<file path="src/rtl/div_sequencer.sv">
// Multi-cycle restoring divide/remainder unit for DIV/DIVU/REM/REMU and their W forms.
// Sequenced as IDLE -> PREP -> ITER (one quotient bit per cycle) -> FIX -> DONE.
module div_sequencer #(
    parameter int unsigned XLEN = 64
) (
    input  logic            clk,
    input  logic            reset,
    input  logic            req_valid,
    output logic            req_ready,
    input  logic [1:0]      req_op,
    input  logic            req_word,
    input  logic [XLEN-1:0] req_dividend,
    input  logic [XLEN-1:0] req_divisor,
    input  logic [4:0]      req_rd,
    input  logic            flush,
    output logic            resp_valid,
    input  logic            resp_ready,
    output logic [XLEN-1:0] resp_data,
    output logic [4:0]      resp_rd,
    output logic            busy
);

    localparam int unsigned WLEN = 32;
    localparam int unsigned CW   = 7;

    typedef enum logic [2:0] {
        S_IDLE,
        S_PREP,
        S_ITER,
        S_FIX,
        S_DONE
    } state_t;

    state_t          r_state;
    state_t          w_next;

    logic [1:0]      r_op;
    logic            r_word;
    logic [4:0]      r_rd;
    logic [XLEN-1:0] r_a;
    logic [XLEN-1:0] r_b;
    logic [XLEN-1:0] r_q;
    logic [XLEN:0]   r_rem;
    logic [XLEN-1:0] r_div;
    logic [CW-1:0]   r_cnt;
    logic            r_neg_q;
    logic            r_neg_r;
    logic [XLEN-1:0] r_data;

    logic            w_req_ready;
    logic            w_accept;
    logic            w_signed;
    logic [XLEN-1:0] w_a_ext;
    logic [XLEN-1:0] w_b_ext;
    logic            w_a_neg;
    logic            w_b_neg;
    logic [XLEN-1:0] w_a_mag;
    logic [XLEN-1:0] w_b_mag;
    logic [XLEN-1:0] w_min;
    logic            w_div_zero;
    logic            w_ovf;
    logic            w_special;
    logic [XLEN-1:0] w_spec_res;
    logic [XLEN+1:0] w_rem_sh;
    logic [XLEN+1:0] w_rem_sub;
    logic            w_ge;
    logic [XLEN-1:0] w_q_fix;
    logic [XLEN-1:0] w_r_fix;
    logic [XLEN-1:0] w_fix_res;

    // Pick quotient or remainder; W results are always sign-extended from bit 31.
    function automatic logic [XLEN-1:0] f_select(input logic is_rem, input logic word,
                                                 input logic [XLEN-1:0] q,
                                                 input logic [XLEN-1:0] r);
        logic [XLEN-1:0] res;
        res = is_rem ? r : q;
        if (word) begin
            res = {{(XLEN-WLEN){res[WLEN-1]}}, res[WLEN-1:0]};
        end
        return res;
    endfunction

    assign w_req_ready = (r_state == S_IDLE) && !flush && !reset;
    assign w_accept    = req_valid && w_req_ready;

    // Operand conditioning, evaluated while in PREP from the latched request.
    assign w_signed = ~r_op[0];
    assign w_a_ext  = r_word ? (w_signed ? {{(XLEN-WLEN){r_a[WLEN-1]}}, r_a[WLEN-1:0]}
                                         : {{(XLEN-WLEN){1'b0}}, r_a[WLEN-1:0]})
                             : r_a;
    assign w_b_ext  = r_word ? (w_signed ? {{(XLEN-WLEN){r_b[WLEN-1]}}, r_b[WLEN-1:0]}
                                         : {{(XLEN-WLEN){1'b0}}, r_b[WLEN-1:0]})
                             : r_b;
    assign w_a_neg  = w_signed && w_a_ext[XLEN-1];
    assign w_b_neg  = w_signed && w_b_ext[XLEN-1];
    assign w_a_mag  = w_a_neg ? (-w_a_ext) : w_a_ext;
    assign w_b_mag  = w_b_neg ? (-w_b_ext) : w_b_ext;

    // Most-negative value at the operation width, after word sign-extension.
    assign w_min      = r_word ? {{(XLEN-WLEN+1){1'b1}}, {(WLEN-1){1'b0}}}
                               : {1'b1, {(XLEN-1){1'b0}}};
    assign w_div_zero = (w_b_ext == '0);
    assign w_ovf      = w_signed && (w_b_ext == '1) && (w_a_ext == w_min);
    assign w_special  = w_div_zero || w_ovf;
    assign w_spec_res = f_select(r_op[1], r_word,
                                 w_div_zero ? '1 : w_a_ext,
                                 w_div_zero ? w_a_ext : '0);

    // One restoring step: shift in the next dividend bit, subtract if it fits.
    assign w_rem_sh  = {r_rem, r_q[XLEN-1]};
    assign w_rem_sub = w_rem_sh - {2'b00, r_div};
    assign w_ge      = (w_rem_sh >= {2'b00, r_div});

    assign w_q_fix   = r_neg_q ? (-r_q) : r_q;
    assign w_r_fix   = r_neg_r ? (-r_rem[XLEN-1:0]) : r_rem[XLEN-1:0];
    assign w_fix_res = f_select(r_op[1], r_word, w_q_fix, w_r_fix);

    // State register.
    always_ff @(posedge clk) begin
        if (reset) begin
            r_state <= S_IDLE;
        end else begin
            r_state <= w_next;
        end
    end

    // Next-state logic; flush overrides every non-idle transition.
    always_comb begin
        w_next = r_state;
        case (r_state)
            S_IDLE: if (w_accept) w_next = S_PREP;
            S_PREP: w_next = w_special ? S_DONE : S_ITER;
            S_ITER: if (r_cnt == CW'(1)) w_next = S_FIX;
            S_FIX:  w_next = S_DONE;
            S_DONE: if (resp_ready) w_next = S_IDLE;
            default: w_next = S_IDLE;
        endcase
        if (flush && (r_state != S_IDLE)) begin
            w_next = S_IDLE;
        end
    end

    // Output decode from the registered state and datapath.
    always_comb begin
        req_ready  = 1'b0;
        resp_valid = 1'b0;
        busy       = 1'b0;
        resp_data  = r_data;
        resp_rd    = r_rd;
        req_ready  = w_req_ready;
        resp_valid = (r_state == S_DONE);
        busy       = (r_state != S_IDLE);
    end

    // Datapath registers.
    always_ff @(posedge clk) begin
        if (reset) begin
            r_op    <= '0;
            r_word  <= 1'b0;
            r_rd    <= '0;
            r_a     <= '0;
            r_b     <= '0;
            r_q     <= '0;
            r_rem   <= '0;
            r_div   <= '0;
            r_cnt   <= '0;
            r_neg_q <= 1'b0;
            r_neg_r <= 1'b0;
            r_data  <= '0;
        end else begin
            case (r_state)
                S_IDLE: begin
                    if (w_accept) begin
                        r_op   <= req_op;
                        r_word <= req_word;
                        r_rd   <= req_rd;
                        r_a    <= req_dividend;
                        r_b    <= req_divisor;
                    end
                end
                S_PREP: begin
                    r_neg_q <= w_a_neg ^ w_b_neg;
                    r_neg_r <= w_a_neg;
                    r_div   <= w_b_mag;
                    r_q     <= r_word ? (w_a_mag << (XLEN-WLEN)) : w_a_mag;
                    r_rem   <= '0;
                    r_cnt   <= r_word ? CW'(WLEN) : CW'(XLEN);
                    if (w_special) begin
                        r_data <= w_spec_res;
                    end
                end
                S_ITER: begin
                    r_q   <= {r_q[XLEN-2:0], w_ge};
                    r_rem <= w_ge ? (XLEN+1)'(w_rem_sub) : (XLEN+1)'(w_rem_sh);
                    r_cnt <= r_cnt - CW'(1);
                end
                S_FIX: begin
                    r_data <= w_fix_res;
                end
                default: begin
                end
            endcase
        end
    end

endmodule
</file>
<file path="config.mk">
export PLATFORM = sky130hd
export DESIGN_NAME = div_sequencer
export DESIGN_NICKNAME = d
export VERILOG_FILES = /design/src/rtl/div_sequencer.sv
export SDC_FILE = /design/constraint.sdc
export NUM_CORES = 2
export LEC_CHECK = 0
export BUFFER_PORTS_ARGS = -buffer_cell sky130_fd_sc_hd__buf_2
export CAP_MARGIN = 20
export CORE_MARGIN = 3
export CORE_UTILIZATION = 56
export DETAILED_ROUTE_END_ITERATION = 10
export PLACE_DENSITY = 0.88
export SLEW_MARGIN = 10
export SYNTH_ARGS = -nofsm -noshare
export SYNTH_HDL_FRONTEND = slang
export SYNTH_SLANG_ARGS = --single-unit
export TNS_END_PERCENT = 30
</file>
<file path="constraint.sdc">
create_clock -name clk -period 3.7 [get_ports clk]
set_clock_uncertainty 0.15 [all_clocks]
set_input_delay 0.925 -clock clk [delete_from_list [all_inputs] [get_ports clk]]
set_output_delay 0.925 -clock clk [all_outputs]
set_load 0.05 [all_outputs]
</file>
* After elaboration in Yosys (flattened, before gate mapping) *
Cells that the tools add are included.
W data, S select, Z words.

word-level totals
  output and inout port bits = 72
  logic and storage cells = 81
  flip-flop bits (word level) = 405
  input port bits = 141

operators by class
  add/subtract/negate cells = 6
  multiplexer cells = 28
  reductions and logical operators = 20
  eq/ne operators = 11
  bitwise operators = 2
  order comparisons = 1

operators by type and width
  kind                    number
  $mux W64                16
  $neg A64 Y64            4
  $pmux W64 S2            2
  $pmux W65 S2            1
  $ge A66 B64 Y1          1
  $mux W65                1
  $sub A65 B64 Y65        1
  $eq A64 B64 Y1          1
  $eq A64 B64 Y1 const B  1
  $logic_not A64 Y1       1
  $mux W63                1
  $pmux W3 S5             1
  $pmux W7 S2             1
  $mux W3                 4
  $logic_and A1 B1 Y1     8
  $eq A7 B1 Y1 const B    1
  $mux W7                 1
  $sub A7 B1 Y7 const B   1
  $eq A3 B2 Y1 const B    2
  $ne A2 B2 Y1 const B    3
  $reduce_and A2 Y1       2
  $reduce_bool A2 Y1      2
  $eq A3 B1 Y1 const B    1
  $eq A3 B3 Y1 const B    1
  9 further kinds         10

* Logic depth before layout (Yosys ltp) *
  depth after elaboration = 8
  gate-level depth with buffers = 15
  depth with buffers taken out = 14

* Worst setup path after synthesis *
No wires, ideal clock.

  kind = flip-flop to flip-flop
  start = register r_q[63]
  end = register r_rem[64]
  data arrival time = 3314 ps
  stages on the path, launching flop included = 15
  buffers on the path = 0
  setup time = 123 ps
  slack = 113 ps
  cell sequence = dfxtp_1 inv_1 ha_1 inv_1 fa_1 a21o_1 a221oi_1 o221ai_2 a221oi_1 a21boi_0 o21ai_0 o21ai_0 a221oi_1 xnor2_1 o21ai_0

on the way
  word-level cells in the longest chain between the ends = 3

ends and longest elaborated chain
  element                                                    line      text
  start, declared                                            42        logic [XLEN-1:0] r_q;
  start signal, assigned                                     185       r_q <= r_word ? (w_a_mag << (XLEN-WLEN)) : w_a_mag;
  start signal, assigned                                     193       r_q <= {r_q[XLEN-2:0], w_ge};
  $sub A65 B64 Y65 / $ge A66 B64 Y1 (equally long branches)  111, 112
  $mux W65 (*)                                               194       r_rem <= w_ge ? (XLEN+1)'(w_rem_sub) : (XLEN+1)'(w_rem_sh);
  $pmux W65 S2 (*)                                           171       case (r_state)
  end signal, assigned                                       194
  end, declared                                              43        logic [XLEN:0] r_rem;

Every way passes the cells marked *; elsewhere a longest branch is shown, timed or not.
A chain may end at the register's enable or synchronous reset.

* Final worst setup path *
  start = register r_rem[34]
  end = register r_data[46] (netlist: resp_data[46])

on the way
  word-level cells in the longest chain between the ends = 5

ends and longest elaborated chain
  element               line  text
  $neg A64 Y64          115   assign w_r_fix = r_neg_r ? (-r_rem[XLEN-1:0]) : r_rem[XLEN-1:0];
  $mux W64              115
  $mux W64              76    res = is_rem ? r : q;
  $mux W64              77    if (word) begin
  $pmux W64 S2          171
  end signal, assigned  189   r_data <= w_spec_res;
  end signal, assigned  198   r_data <= w_fix_res;
  end, declared         48    logic [XLEN-1:0] r_data;

Every way passes these cells.

==> results.txt <==
----------------------------------------------------
[Run status]
  Outcome ... complete, but fails checks
  Violated checks ... DRC, setup timing

[Synthesis]
  Library cells used by synthesis ... 89
  Flip-flop and latch count after synthesis ... a little over 400
  Fraction of synthesis flops using an asynchronous set or reset pin ... 0%
  Net count after synthesis ... between 3000 and 4000
  Top FF cell, synth ... dfxtp_1
  Number of enable flip-flop cells after synthesis ... 0
  Synthesized area per cell ... 7.38 um2
  Number of instances in the synthesized netlist ... about 3600
  Warnings, synthesis ... 0
  Post-Synthesis Cell Area ... 26600 um2
  Sequential-to-total area share from yosys stat ... between 30% and 40%

[Timing]
  Slew @ Worst Pin ... about 1.0 ns
  Final setup TNS ... -0.00493 ns
  Fin. max-slew vios ... 0
  Hold Violations, Final ... 0
  Setup violation total in the final timing report ... 1
  RSZ-0062 raised after global routing ... yes
  Worst setup margin ... -0.00493 ns
  Share of the clock period used by the worst path ... 100%
  Relative slew margins ... a little under a third
  Time the worst path needs with I/O delays and setup ... between 3 and 4 ns
  Highest clock frequency the design can meet ... around 270 MHz
  Min Hold Slack ... around 0.30 ns

[Global route]
  Overflow left after global routing ... 0
  Antenna violations before repair ... 3
  Via count of the first global-routing pass ... 26600
  Wire length of the first global-routing pass ... around 160000 um
  Global-route usage over all layers ... roughly two fifths
  Maximum number of pins on one net before global-route repair ... 132

[Placement]
  Post-detail-place hpwl ... between 80000 and 90000 um
  Worst-case setup slack after placement ... -0.0185 ns
  Final weighted congestion in routability-driven placement ... approximately 1.0
  Count of input and output buffers ... approximately 210

[Clock network]
  Clock transition at the registers of the reported paths ... ~0.060 ns
  Sink count of the clock tree ... between 400 and 500
  Clock tree from TritonCTS ... built
  Clock root buffer ... clkbuf_16
  H-tree Lvls ... 2
  Number of buffers between clock root and the deepest sink ... 3
  Cts bufs inserted ... 44
  Source-to-sink clock delay at the later pin of the worst-skew pair ... about 0.59 ns

[Floorplan]
  Total I/O pin count ... 213
  Width of the chip ... 224 um
  Core footprint ... around 47000 um2
  Core Rows ... between 70 and 80
  Die Y-Extent ... between 200 and 250 um
  Full die area ... 50100 um2
  Initial cell density of the core ... a little under three fifths

[Setup path]
  Required time of the worst setup path ... around 4.1 ns
  Arrival time at the worst endpoint ... 4.08 ns
  Type of element capturing the critical path ... flip-flop
  Crit-path slowest cell ... or4_1
  Setup Crit Path Kind ... reg -> reg
  Maximum fanout along the worst path ... 5
  Critical path startpoint category ... flip-flop
  Critical-path cell list ... or4_1 -> or4b_4 -> or4_4 -> or3_1 -> o21ai_1 -> xor2_1 -> a221oi_1 -> a221o_1
  Stage delay of the slowest cell on the critical path ... 0.60 ns

[Power]
  Overall power ... around 33 mW
  Pleak ... 12.6 nW
  Worst vdd ir ... approximately 3.0 mV
  Ratio of total power to cell area ... around 1100 nW/um2

[Routing]
  Total Wirelength ... between 100000 and 150000 um
  Detailed-route DRC error count ... 24
  Antenna Violating Nets Remaining ... 0
  Number of vias in the routed layout ... 29800
  DR WL/cell ... approximately 23 um
  Number of vias per cell after detailed routing ... around 6.6
  DRT Pass-1 Iters ... 11
  Count of routing violations after the opening detailed-route iteration ... between 4000 and 5000

[Run]
  Number of maximum-capacitance constraint violations ... 0

[Finish]
  Commonest non-fill, non-tap cell in the layout ... nand2_1
  Ratio of cells with drive above 1 in the final layout ... between 15 and 20%
  Most frequent cells in the layout ... nand2_1, dfxtp_1, a21oi_1, nor2_1, buf_4
  NumNets Final ... between 4000 and 5000
  Signed area change from the synthesized netlist to the final layout ... 17.9%

[Worst hold path]
  Path category of the worst min-delay check ... reg -> reg

----------------------------------------------------
[stage by stage]
step	instances	util [%]	area, um2
floorplan	3599	-	26600
global placement	4418	63.2	29600
detailed placement	4418	63.2	29600
CTS	4498	66.4	31100
global route	4509	67.0	31300
finish	4511	67.0	31300
[metal layers]
metal / vias up / global-route usage [%] / share of wire [%]
li1: 13500 / - / -
met1: 13700 / 54.6 / 40
met2: 2137 / 56.2 / 40
met3: 386 / 13.1 / 14
met4: 4 / 18.3 / 5.6
met5: - / 0 / 0.022
[cell type report]
cell class | instances | area, um2
Multi-Input combinational cell | 2802 | 17200
Fill cell | 3897 | 15400
Sequential cell | 405 | 8110
Timing Repair Buffer | 484 | 3280
Clock buffer | 61 | 1250
Tap cell | 607 | 759
Inverter | 131 | 492
Clock inverter | 19 | 244
Antenna cell | 2 | 5.00
[synthesized netlist by cell type, types with 17 or more instances]
| cell type | n | area (um2) |
|---|---|---|
| nand2_1 | 564 | 2120 |
| dfxtp_1 | 405 | 8110 |
| a21oi_1 | 387 | 1940 |
| nor2_1 | 308 | 1160 |
| clkbuf_1 | 237 | 890 |
| o21ai_0 | 233 | 1170 |
| xnor2_1 | 184 | 1610 |
| inv_1 | 130 | 488 |
| xor2_1 | 111 | 972 |
| ha_1 | 71 | 888 |
| a211oi_1 | 67 | 503 |
| nor3_1 | 56 | 280 |
| nand4_1 | 55 | 344 |
| a222oi_1 | 51 | 510 |
| o31ai_1 | 51 | 383 |
| a31oi_1 | 43 | 269 |
| nand3_1 | 42 | 210 |
| a221oi_1 | 40 | 350 |
| or3_1 | 36 | 225 |
| or4_1 | 33 | 248 |
| a21o_1 | 32 | 240 |
| mux2i_1 | 32 | 320 |
| nor4_1 | 32 | 200 |
| o41ai_1 | 32 | 280 |
| maj3_1 | 27 | 270 |
| o22ai_1 | 27 | 169 |
| a22oi_1 | 25 | 188 |
| o211ai_1 | 22 | 165 |
| nand2b_1 | 21 | 131 |
| and3_1 | 18 | 113 |
| a32oi_1 | 17 | 149 |
[worst paths after layout]
kind	start	to	slack, ns	cells after the start
max reg2reg	r_rem[34]$_SDFFE_PP0P_	resp_data[46]$_SDFFE_PP0P_	-0.005	8
max	r_rem[34]$_SDFFE_PP0P_	resp_data[46]$_SDFFE_PP0P_	-0.005	8
min reg2reg	r_div[60]$_SDFFE_PP0P_	r_div[60]$_SDFFE_PP0P_	0.30	2
min	r_div[60]$_SDFFE_PP0P_	r_div[60]$_SDFFE_PP0P_	0.30	2
[sequential cells by signal, summed over array words and instances, names as in the netlist]
register	count
r_op	2
r_b	64
r_a	64
r_rem	65
r_q	64
r_cnt	7
r_word	1
resp_rd	5
resp_data	64
r_state	3
r_neg_r	1
r_neg_q	1
r_div	64
[power by group]
| group | switching, mW | internal, mW |
|---|---|---|
| Clock | 1.94 | 2.71 |
| Combinational | 13.8 | 10.1 |
| Sequential | 0.360 | 4.63 |
| Total | 16.1 | 17.4 |
[cell families (layout without fill, tap and decap cells)]
kind of cell,after synthesis,count (layout),synth area share [%]
simple gates,1246,1246,21.3
other cells,0,2,0
xor+xnor,295,295,9.72
compound gates,1130,1130,27.2
fa+ha+maj,99,99,4.44
flops,405,405,30.5
mux,32,32,1.21
buf+inv,392,695,5.63
[worst max-delay path, delay by kind of cell (launching register included)]
family | cells | cell delay, ns
AOI/OAI and AO/OA | 3 | 0.98
DFF | 1 | 0.39
xor gates and xnor gates | 1 | 0.09
and+or+nand+nor | 4 | 2.03
[what timing repair did]
action                                  CTS  global route
hold buffers                              0             0
pin swaps                                 0            11
buffers inserted                          0            10
gates resized for setup                   2            29
endpoints found under the setup margin    2            65
hold endpoints to repair                  0             0
gates cloned                              0             1
Note: power is estimated with default switching activity, not from simulation.
